[config.mk]
export PLATFORM = sky130hd
export DESIGN_NAME = cmp_arbiter
export DESIGN_NICKNAME = d
export VERILOG_FILES = /design/src/rtl/cmp_pkg.sv /design/src/rtl/cmp_rr_arb.sv /design/src/rtl/cmp_arbiter.sv
export SDC_FILE = /design/constraint.sdc
export NUM_CORES = 1
export LEC_CHECK = 0
export CAP_MARGIN = 40
export CORE_UTILIZATION = 45
export DETAILED_ROUTE_END_ITERATION = 10
export GPL_TIMING_DRIVEN = 0
export PLACE_DENSITY = 0.77
export SLEW_MARGIN = 20
export SYNTH_ARGS = -nofsm -noshare
export SYNTH_HDL_FRONTEND = slang
export SYNTH_SLANG_ARGS = --single-unit
export TNS_END_PERCENT = 1
[constraint.sdc]
create_clock -name clk -period 2.7 [get_ports clk]
set_input_delay 0.81 -clock clk [delete_from_list [all_inputs] [get_ports clk]]
set_output_delay 0.81 -clock clk [all_outputs]
set_load 0.01 [all_outputs]
[src/rtl/cmp_pkg.sv]
`default_nettype none
// +----------------------------------------------------------------------+
// | Module   : cmp_pkg                                                   |
// | Purpose  : Shared definitions for the compare-datapath arbiter:     |
// |            funct3 compare codes and the sequencer state encoding.   |
// | Revision : 1.0 - initial release                                     |
// +----------------------------------------------------------------------+
package cmp_pkg;

  // funct3 compare codes (unsigned unless noted)
  localparam logic [2:0] CMP_EQ  = 3'b000;
  localparam logic [2:0] CMP_NE  = 3'b001;
  localparam logic [2:0] CMP_LTU = 3'b010;
  localparam logic [2:0] CMP_GEU = 3'b011;
  localparam logic [2:0] CMP_GTU = 3'b100;
  localparam logic [2:0] CMP_LEU = 3'b101;
  localparam logic [2:0] CMP_LT  = 3'b110;  // signed, optional
  localparam logic [2:0] CMP_GE  = 3'b111;  // signed, optional

  // Sequencer state encoding
  localparam logic [1:0] ST_IDLE = 2'd0;
  localparam logic [1:0] ST_EXEC = 2'd1;
  localparam logic [1:0] ST_RESP = 2'd2;

  typedef enum logic [1:0] {
    IDLE = ST_IDLE,
    EXEC = ST_EXEC,
    RESP = ST_RESP
  } cmp_state_e;

endpackage
`default_nettype wire

[src/rtl/cmp_rr_arb.sv]
`default_nettype none
// +----------------------------------------------------------------------+
// | Module   : cmp_rr_arb                                                |
// | Purpose  : Combinational 2-way round-robin picker. The pointer       |
// |            register is owned by the caller.                          |
// | Ports    : valid[1:0]  request valid vector                          |
// |            ptr         requester that wins when both are valid       |
// |            en          allow a grant this cycle                      |
// |            grant[1:0]  one-hot (or zero) grant                       |
// |            next_ptr    pointer value to load when a grant is taken   |
// | Revision : 1.0 - initial release                                     |
// +----------------------------------------------------------------------+
module cmp_rr_arb
  import cmp_pkg::*;
(
  input  logic [1:0] valid,
  input  logic       ptr,
  input  logic       en,
  output logic [1:0] grant,
  output logic       next_ptr
);

  always_comb begin
    grant = 2'b00;
    if (en) begin
      if (valid == 2'b11) begin
        grant = ptr ? 2'b10 : 2'b01;
      end else begin
        // a lone requester wins regardless of the pointer
        grant = valid;
      end
    end
  end

  // After a grant the pointer moves to the requester that did not win
  always_comb begin
    next_ptr = ptr;
    if (grant[0]) begin
      next_ptr = 1'b1;
    end else if (grant[1]) begin
      next_ptr = 1'b0;
    end
  end

endmodule
`default_nettype wire

[src/rtl/cmp_arbiter.sv]
`default_nettype none
// +----------------------------------------------------------------------+
// | Module   : cmp_arbiter                                               |
// | Purpose  : Two-requester arbiter/sequencer for the shared compare    |
// |            datapath. Grants round-robin, latches operands, registers |
// |            the comparison, and holds the result until accepted.      |
// | Ports    : clk, rst_n (async, active-low)                            |
// |            req_valid/req_ready[NREQ]   request handshake             |
// |            req_a/req_b[NREQ*WIDTH]     operands, requester i slice i |
// |            req_funct3[NREQ*3]          compare code per requester    |
// |            rsp_valid/rsp_ready[NREQ]   response handshake            |
// |            rsp_flag, rsp_illegal       shared registered result      |
// | Config   : `define CMP_ARB_SIGNED_EN enables signed codes 110/111;   |
// |            otherwise they report rsp_illegal.                        |
// | Revision : 1.0 - initial release                                     |
// +----------------------------------------------------------------------+
module cmp_arbiter
  import cmp_pkg::*;
#(
  parameter int WIDTH = 32,
  parameter int NREQ  = 2    // only 2 is supported
) (
  input  logic                  clk,
  input  logic                  rst_n,
  input  logic [NREQ-1:0]       req_valid,
  output logic [NREQ-1:0]       req_ready,
  input  logic [NREQ*WIDTH-1:0] req_a,
  input  logic [NREQ*WIDTH-1:0] req_b,
  input  logic [NREQ*3-1:0]     req_funct3,
  output logic [NREQ-1:0]       rsp_valid,
  input  logic [NREQ-1:0]       rsp_ready,
  output logic                  rsp_flag,
  output logic                  rsp_illegal
);

  cmp_state_e       r_state;
  cmp_state_e       w_state_nxt;
  logic             r_ptr;
  logic             r_id;
  logic [WIDTH-1:0] r_a;
  logic [WIDTH-1:0] r_b;
  logic [2:0]       r_f3;
  logic             r_flag;
  logic             r_illegal;

  logic [1:0]       w_grant;
  logic             w_next_ptr;
  logic             w_take;
  logic             w_sel;
  logic             w_flag;
  logic             w_illegal;

  // Grants only in IDLE; rst_n in the enable forces req_ready low during reset
  cmp_rr_arb u_rr_arb (
    .valid    (req_valid),
    .ptr      (r_ptr),
    .en       ((r_state == IDLE) && rst_n),
    .grant    (w_grant),
    .next_ptr (w_next_ptr)
  );

  assign req_ready = w_grant;
  // grant is always a subset of valid, so any grant is a handshake
  assign w_take    = |w_grant;
  assign w_sel     = w_grant[1];

  always_comb begin
    w_state_nxt = r_state;
    case (r_state)
      IDLE:    if (w_take) w_state_nxt = EXEC;
      EXEC:    w_state_nxt = RESP;
      RESP:    if (rsp_ready[r_id]) w_state_nxt = IDLE;
      default: w_state_nxt = IDLE;
    endcase
  end

  always_ff @(posedge clk or negedge rst_n) begin
    if (!rst_n) begin
      r_state <= IDLE;
      r_ptr   <= 1'b0;
      r_id    <= 1'b0;
      r_a     <= '0;
      r_b     <= '0;
      r_f3    <= 3'b000;
    end else begin
      r_state <= w_state_nxt;
      if (w_take) begin
        r_ptr <= w_next_ptr;
        r_id  <= w_sel;
        r_a   <= w_sel ? req_a[2*WIDTH-1:WIDTH]  : req_a[WIDTH-1:0];
        r_b   <= w_sel ? req_b[2*WIDTH-1:WIDTH]  : req_b[WIDTH-1:0];
        r_f3  <= w_sel ? req_funct3[5:3]         : req_funct3[2:0];
      end
    end
  end

  // Compare evaluation on the latched operands
  always_comb begin
    w_flag    = 1'b0;
    w_illegal = 1'b0;
    case (r_f3)
      CMP_EQ:  w_flag = (r_a == r_b);
      CMP_NE:  w_flag = (r_a != r_b);
      CMP_LTU: w_flag = (r_a <  r_b);
      CMP_GEU: w_flag = (r_a >= r_b);
      CMP_GTU: w_flag = (r_a >  r_b);
      CMP_LEU: w_flag = (r_a <= r_b);
`ifdef CMP_ARB_SIGNED_EN
      CMP_LT:  w_flag = ($signed(r_a) <  $signed(r_b));
      CMP_GE:  w_flag = ($signed(r_a) >= $signed(r_b));
`endif
      default: w_illegal = 1'b1;
    endcase
  end

  // Result registers update only in EXEC and otherwise hold, even across IDLE
  always_ff @(posedge clk or negedge rst_n) begin
    if (!rst_n) begin
      r_flag    <= 1'b0;
      r_illegal <= 1'b0;
    end else if (r_state == EXEC) begin
      r_flag    <= w_flag;
      r_illegal <= w_illegal;
    end
  end

  assign rsp_flag    = r_flag;
  assign rsp_illegal = r_illegal;

  always_comb begin
    rsp_valid = '0;
    if (r_state == RESP) begin
      rsp_valid[r_id] = 1'b1;
    end
  end

endmodule
`default_nettype wire

==> flow_summary_export.csv, run 1 <==
group,metric,value,unit
clocking,numCtsBuffers,9,
sta,max-slew-margin-rel,61.78,%
placement,place_hpwl,9205,um
placement,portBuffers,145,
clocking,hold_buffers,0,
pwr,total_power,5.727,mW
critical_path,arrival,1.79,ns
route,viasPerCell,5.353,
sta,slew_violations,0,
clocking,clk_latency,0.34,ns
pwr,p_per_area,924.0,mW/mm^2
route,drc,0,
final_layout,area_growth,47.48,%
floorplan,die_w,98.64,um
route,drtIter0Drc,183,
yosys,yosysWarnings,0,
sta,final-hold-violation-count,0,
job,cap_violations,0,
clocking,root_buffer,"clkbuf_8",
floorplan,start_util,47.27,%
route,wire_per_inst,16.05,um
grt,grt_max_degree,30,
final_layout,drive_above_1_share,8.104,%
pwr,leakagePower,2.882,nW
grt,grt_pass1_vias,4466,
yosys,synthCells,521,
final_layout,finalNetCount,858,
critical_path,criticalPathCategory,"primary input to output pin",
sta,clock_skew,0.007708,ns
sta,grt_setup_unrepaired,"no",
final_layout,utilization,69.72,%
placement,dp.cells,775,
sta,fin_crit_sh,96.47,%
critical_path,cp-end-kind,"output pin",
sta,tightest_slew,0.5732,ns
min_path,hold_path_class,"primary input to asynchronous set/reset pin",
run_status,status,"finished clean",
yosys,ys_seq_area_share,43.47,%
floorplan,ios,146,
clocking,cts.sinks,73,
clocking,cts_tree,"yes",
clocking,h-tree-depth,3,
critical_path,critical_path_peak_fanout,10,
route,wl,12840,um
critical_path,crit_path_start_kind,"primary input",
sta,setup_violations,0,
grt,antenna_found_initial,0,
sta,fin_crit,2.605,ns
grt,track_usage,27.47,%
route,vias,4282,
yosys,syn_nets,693,
yosys,ys_ff_latch,73,
final_layout,final_cells,800,
floorplan,core.rowCount,34,
route,postRouteAntennaNets,0,
yosys,syn_area,0.004203,sq mm
grt,grt-ovfl-total,0,
clocking,clockBufferDepth,2,
floorplan,die_h,98.64,um
yosys,synth_cell_types,42,
grt,grt_first_pass_wirelength,20890,um
sta,fmax,383.9,MHz
clocking,clk_pin_slew,0.08,ns
floorplan,fp.dieArea,0.009730,sq mm
critical_path,reg2reg_depth,8,
pwr,ir_drop,0.3569,mV
floorplan,fp.coreArea,0.008891,sq mm
final_layout,n_fill_cell,725,
placement,gp_congestion,0.8713,
yosys,syn_avg_cell_area,8.067,sq um
critical_path,worstPathRequired,1.89,ns
route,drtPass1Iterations,4,
-- metrics by stage --
step / instance area, sq um / worst slack, ns / TNS (ns) / hold WS (ns)
2_1_floorplan: 4203 / 0.1068 / 0 / 0.4602
3_3_place_gp: 5789 / -3.858 / -314.64 / 0.4701
3_5_place_dp: 5814 / -1.485 / -19.78 / 0.4788
4_1_cts: 6201 / 0.002570 / 0 / 0.4175
5_1_grt: 6196 / 0.04241 / 0 / 0.4260
6_report: 6198 / 0.09540 / 0 / 0.4203
-- sequential cells by signal (all words and copies together) (netlist names) --
signal       cells
r_a             32
r_ptr            1
r_f3             3
r_id             1
rsp_illegal      1
r_state          2
rsp_flag         1
r_b             32
-- per-layer routing --
metal	global-route usage, %	vias to the layer above	part of all wire [%]
li1	-	2089	-
met1	34.81	2011	44
met2	47.40	157	48
met3	4.113	25	5.5
met4	10.79	0	2.4
met5	0	-	0
-- logic make-up (layout without fill, tap and decap cells) --
kind of cell | count (synthesis) | after routing | share of synthesized area [%]
mux | 1 | 1 | 0.2679
compound gates | 101 | 101 | 15.54
fa+ha+maj | 32 | 32 | 9.527
xor+xnor | 1 | 1 | 0.2084
buf+inv | 68 | 238 | 6.371
simple gates | 245 | 245 | 24.62
flops | 73 | 73 | 43.47
other cells | 0 | 1 | 0
-- path summary, 6_finish.rpt --
path / slack (ns) / start / to
max in group asynchronous: 1.69 / rst_n / rsp_illegal
max: 0.1 / rst_n / req_ready[0]
max reg2reg: 0.35 / r_a[23] / rsp_flag
min in group clk: 0.49 / rsp_illegal / rsp_illegal
min: 0.42 / rst_n / r_b[22]
min reg2reg: 0.49 / rsp_illegal / rsp_illegal
-- layout make-up --
type	instances	area (sq um)	area share [%]
Antenna cell	1	2.502	0.04037
Buffer	29	152.6	2.463
Clock buffer	10	137.6	2.220
Clock inverter	6	57.56	0.9285
Inverter	38	145.1	2.342
Multi-Input combinational cell	380	2140	34.52
Sequential cell	73	1827	29.47
Tap cell	108	135.1	2.180
Timing Repair Buffer	155	1602	25.84
-- worst max-delay path, cell delays in order --
cell and delay (ns):
buf_16 0.08, buf_16 0.10, nor3b_4 0.24, nand3_4 0.12
inv_4 0.08, clkbuf_16 0.14, buf_4 0.09, buf_2 0.11
-- placed cells by master (no fill, tap or decap), types with 2 or more instances in the layout --
| cell type | Yosys | routed |
|---|---|---|
| a21oi_1 | 15 | 15 |
| a31oi_1 | 67 | 67 |
| buf_16 | 0 | 2 |
| buf_2 | 4 | 6 |
| buf_4 | 2 | 9 |
| bufbuf_16 | 0 | 2 |
| clkbuf_1 | 23 | 20 |
| clkbuf_8 | 0 | 11 |
| clkdlybuf4s50_1 | 0 | 140 |
| clkinv_2 | 0 | 4 |
| dfrtp_1 | 73 | 73 |
| dlygate4sd2_1 | 0 | 2 |
| ha_1 | 32 | 32 |
| inv_1 | 37 | 37 |
| nand2_1 | 146 | 145 |
| nand2b_1 | 3 | 3 |
| nand3_1 | 6 | 4 |
| nand4_1 | 3 | 3 |
| nand4_2 | 4 | 4 |
| nor2_1 | 71 | 71 |
| nor3_1 | 2 | 2 |
| nor3_2 | 2 | 2 |
| o21ai_0 | 6 | 6 |
-- cells in the mapped netlist --
cell	number	area share [%]
nand2_1	146	13
dfrtp_1	73	43
nor2_1	71	6.3
a31oi_1	67	10
inv_1	37	3.3
ha_1	32	9.5
clkbuf_1	23	2.1
a21oi_1	15	1.8
nand3_1	6	0.71
o21ai_0	6	0.71
buf_2	4	0.48
nand4_2	4	1.2
nand2b_1	3	0.45
nand4_1	3	0.45
buf_4	2	0.36
nor3_1	2	0.24
nor3_2	2	0.48
a21boi_0	1	0.18
a21boi_2	1	0.27
a221oi_1	1	0.21
a41oi_2	1	0.39
and3_1	1	0.15
and4_1	1	0.21
buf_1	1	0.089
inv_2	1	0.089
mux2_2	1	0.27
nand4b_1	1	0.21
nor2b_1	1	0.15
nor3b_1	1	0.18
nor4_4	1	0.51
o2111a_1	1	0.27
o211ai_1	1	0.18
o21a_1	1	0.18
o21a_2	1	0.21
o21ai_1	1	0.12
o2bb2ai_1	1	0.21
o31a_1	1	0.21
o32a_2	1	0.27
o41ai_2	1	0.39
or2_2	1	0.15
or2b_1	1	0.18
xnor2_1	1	0.21
-- power breakdown --
part / total (mW) / switching, mW / internal (mW) / leakage, nW
clock network: 0.865 / 0.419 / 0.446 / 0.102
logic: 2.84 / 1.53 / 1.30 / 1.93
registers: 2.03 / 0.365 / 1.66 / 0.853
total: 5.73 / 2.32 / 3.41 / 2.88
-- repair_timing --
action | 4_1_cts | 5_1_grt
endpoints found under the setup margin | 12 | 2
cloned | 2 | 0
gates resized for setup | 26 | 2
pin swaps | 2 | 1
setup buffers | 6 | 1
(Power assumes the default switching activity.)
==> run 2, diff against run 1 <==
clock period = 3.4 ns   (was 2.7 ns; I/O delays follow)
==> run 2 against run 1 <==
Effect of this change:
- count of clock-buffer cells in the layout unchanged
- combinational power is 22% lower
- clock power shrank 21%
- non-clock buffer count fell by 4
- clock skew down 0.0010 ns
- setup slack better by 0.13 ns
- via count down 0.65%
- flip-flop and latch count unchanged
- sequential power fell by 21%
- cell area down 0.89%
- largest cell class unchanged
==> flow_summary_export.csv, run 2 (synthesized netlist as in run 1, its figures left out) <==
group,metric,value,unit
clocking,clk_latency,0.35,ns
sta,clock_skew,0.006689,ns
route,viasPerCell,5.351,
sta,tightest_slew,0.5892,ns
final_layout,utilization,69.10,%
grt,grt_first_pass_wirelength,20660,um
sta,grt_setup_unrepaired,"no",
grt,grt_max_degree,30,
critical_path,cp_top_family,"buffers and inverters",
run_status,status,"finished clean",
floorplan,ios,146,
final_layout,top_regs,"r_a (32), r_b (32), r_f3 (3)",
clocking,clk_pin_slew,0.08,ns
critical_path,critPathSlowestCell,"clkdlybuf4s50_1",
critical_path,cp-end-kind,"output pin",
final_layout,mostFrequentLayoutCell,"nand2_1",
route,drtPass1Iterations,5,
sta,slew_violations,0,
critical_path,worstPathRequired,2.38,ns
final_layout,area_growth,46.17,%
grt,grt-ovfl-total,0,
pwr,leakagePower,2.853,nW
final_layout,final_cell_mix,"nand2_1, clkdlybuf4s50_1, dfrtp_1, nor2_1, a31oi_1",
placement,portBuffers,145,
sta,fmax,314.8,MHz
floorplan,fp.coreArea,0.008891,sq mm
floorplan,start_util,47.27,%
placement,place_hpwl,9205,um
route,wl,12630,um
floorplan,die_w,98.64,um
critical_path,arrival,2.16,ns
clocking,root_buffer,"clkbuf_8",
sta,max-slew-margin-rel,60.72,%
pwr,ir_drop,0.2816,mV
final_layout,n_fill_cell,733,
pwr,p_per_area,732.7,mW/mm^2
floorplan,die_h,98.64,um
sta,fin_crit,3.177,ns
clocking,numCtsBuffers,9,
critical_path,crit_path_start_kind,"primary input",
min_path,hold_path_class,"primary input to asynchronous set/reset pin",
clocking,cts_tree,"yes",
critical_path,cp_num_buf_inv,4,
final_layout,finalNetCount,854,
floorplan,fp.dieArea,0.009730,sq mm
grt,track_usage,27.07,%
final_layout,drive_above_1_share,7.132,%
critical_path,critical_path_peak_fanout,2,
route,vias,4254,
clocking,h-tree-depth,3,
critical_path,cp-endpoint,"req_ready[0]",
clocking,clockBufferDepth,2,
sta,whs,0.4664,ns
sta,fin_crit_sh,93.44,%
route,drtIter0Drc,199,
route,postRouteAntennaNets,0,
sta,final-hold-violation-count,0,
floorplan,core.rowCount,34,
critical_path,max_stage_delay,0.50,ns
critical_path,r2r_start,"r_a[23]",
grt,antenna_found_initial,0,
route,drc,0,
route,wire_per_inst,15.88,um
critical_path,r2r_end,"rsp_flag",
placement,gp_congestion,0.8713,
critical_path,cp_cell_sequence,"clkdlybuf4s50_1 -> nand2_1 -> nand3_2 -> inv_6 -> buf_4 -> dlygate4sd2_1",
critical_path,criticalPathCategory,"primary input to output pin",
clocking,cts.sinks,73,
sta,setup_violations,0,
critical_path,reg2reg_depth,8,
final_layout,n_antenna_cell,0,
critical_path,crit_start,"req_valid[1]",
critical_path,path_depth,6,
critical_path,reg2reg_setup_slack,1.08,ns
grt,grt_pass1_vias,4378,
job,cap_violations,0,
==> run 2: how the worst min path moves through the flow <==
stage / endpoint / slack, ns
after global placement: rsp_illegal / 0.47
final: r_b[19] / 0.47
after CTS: r_b[22] / 0.46
after floorplan: r_ptr / 0.46
after detailed placement: rsp_illegal / 0.48
after global routing: r_b[22] / 0.46
==> run 2: layout make-up <==
cell class	count	area, sq um	share of cell area [%]
timing repair buffer	152	1582	25.74
inverter	38	147.6	2.403
clock inverter	6	57.56	0.9369
buffer	28	127.6	2.077
tap	108	135.1	2.200
clock buffer	10	137.6	2.240
multi-input combinational	380	2130	34.66
sequential	73	1827	29.74
==> run 2: stage by stage <==
| stage | TNS, ns | cells | total power, mW | cell area [sq um] | setup WS (ns) |
|---|---|---|---|---|---|
| floorplan | 0 | 521 | 3.037 | 4203 | 0.3868 |
| global placement | -244.01 | 774 | 3.638 | 5789 | -3.578 |
| detailed placement | -2.205 | 775 | 3.751 | 5814 | -1.205 |
| CTS | 0 | 795 | 4.497 | 6143 | 0.2242 |
| global route | 0 | 795 | 4.889 | 6143 | 0.1763 |
| finish | 0 | 795 | 4.501 | 6143 | 0.2229 |
==> run 2: repair_timing <==
item | 4_1_cts | 5_1_grt
buffers inserted | 4 | 0
setup endpoints to repair | 2 | 0
gates resized for setup | 14 | 0
hold buffers | 0 | 0
==> run 2: per-layer routing <==
layer | global-route usage (%) | wire length [um] | share of wire, %
met3 | 3.688 | 813 | 6.4
met1 | 35.18 | 5573 | 44
met5 | 0 | 0 | 0
met4 | 9.414 | 223 | 1.8
met2 | 46.53 | 6018 | 48
==> run 2: power breakdown <==
group          total, mW  internal, mW  switching (mW)  leakage (nW)
logic               2.21          1.01            1.20          1.90
registers           1.61          1.32           0.286         0.853
clock network      0.685         0.354           0.331         0.102
total               4.50          2.69            1.81          2.85
==> run 3, diff against run 2 <==
CAP_MARGIN = 10   (was 40)
==> results of run 3 <==
Final layout, timing and power as in run 2 (identical DEF).
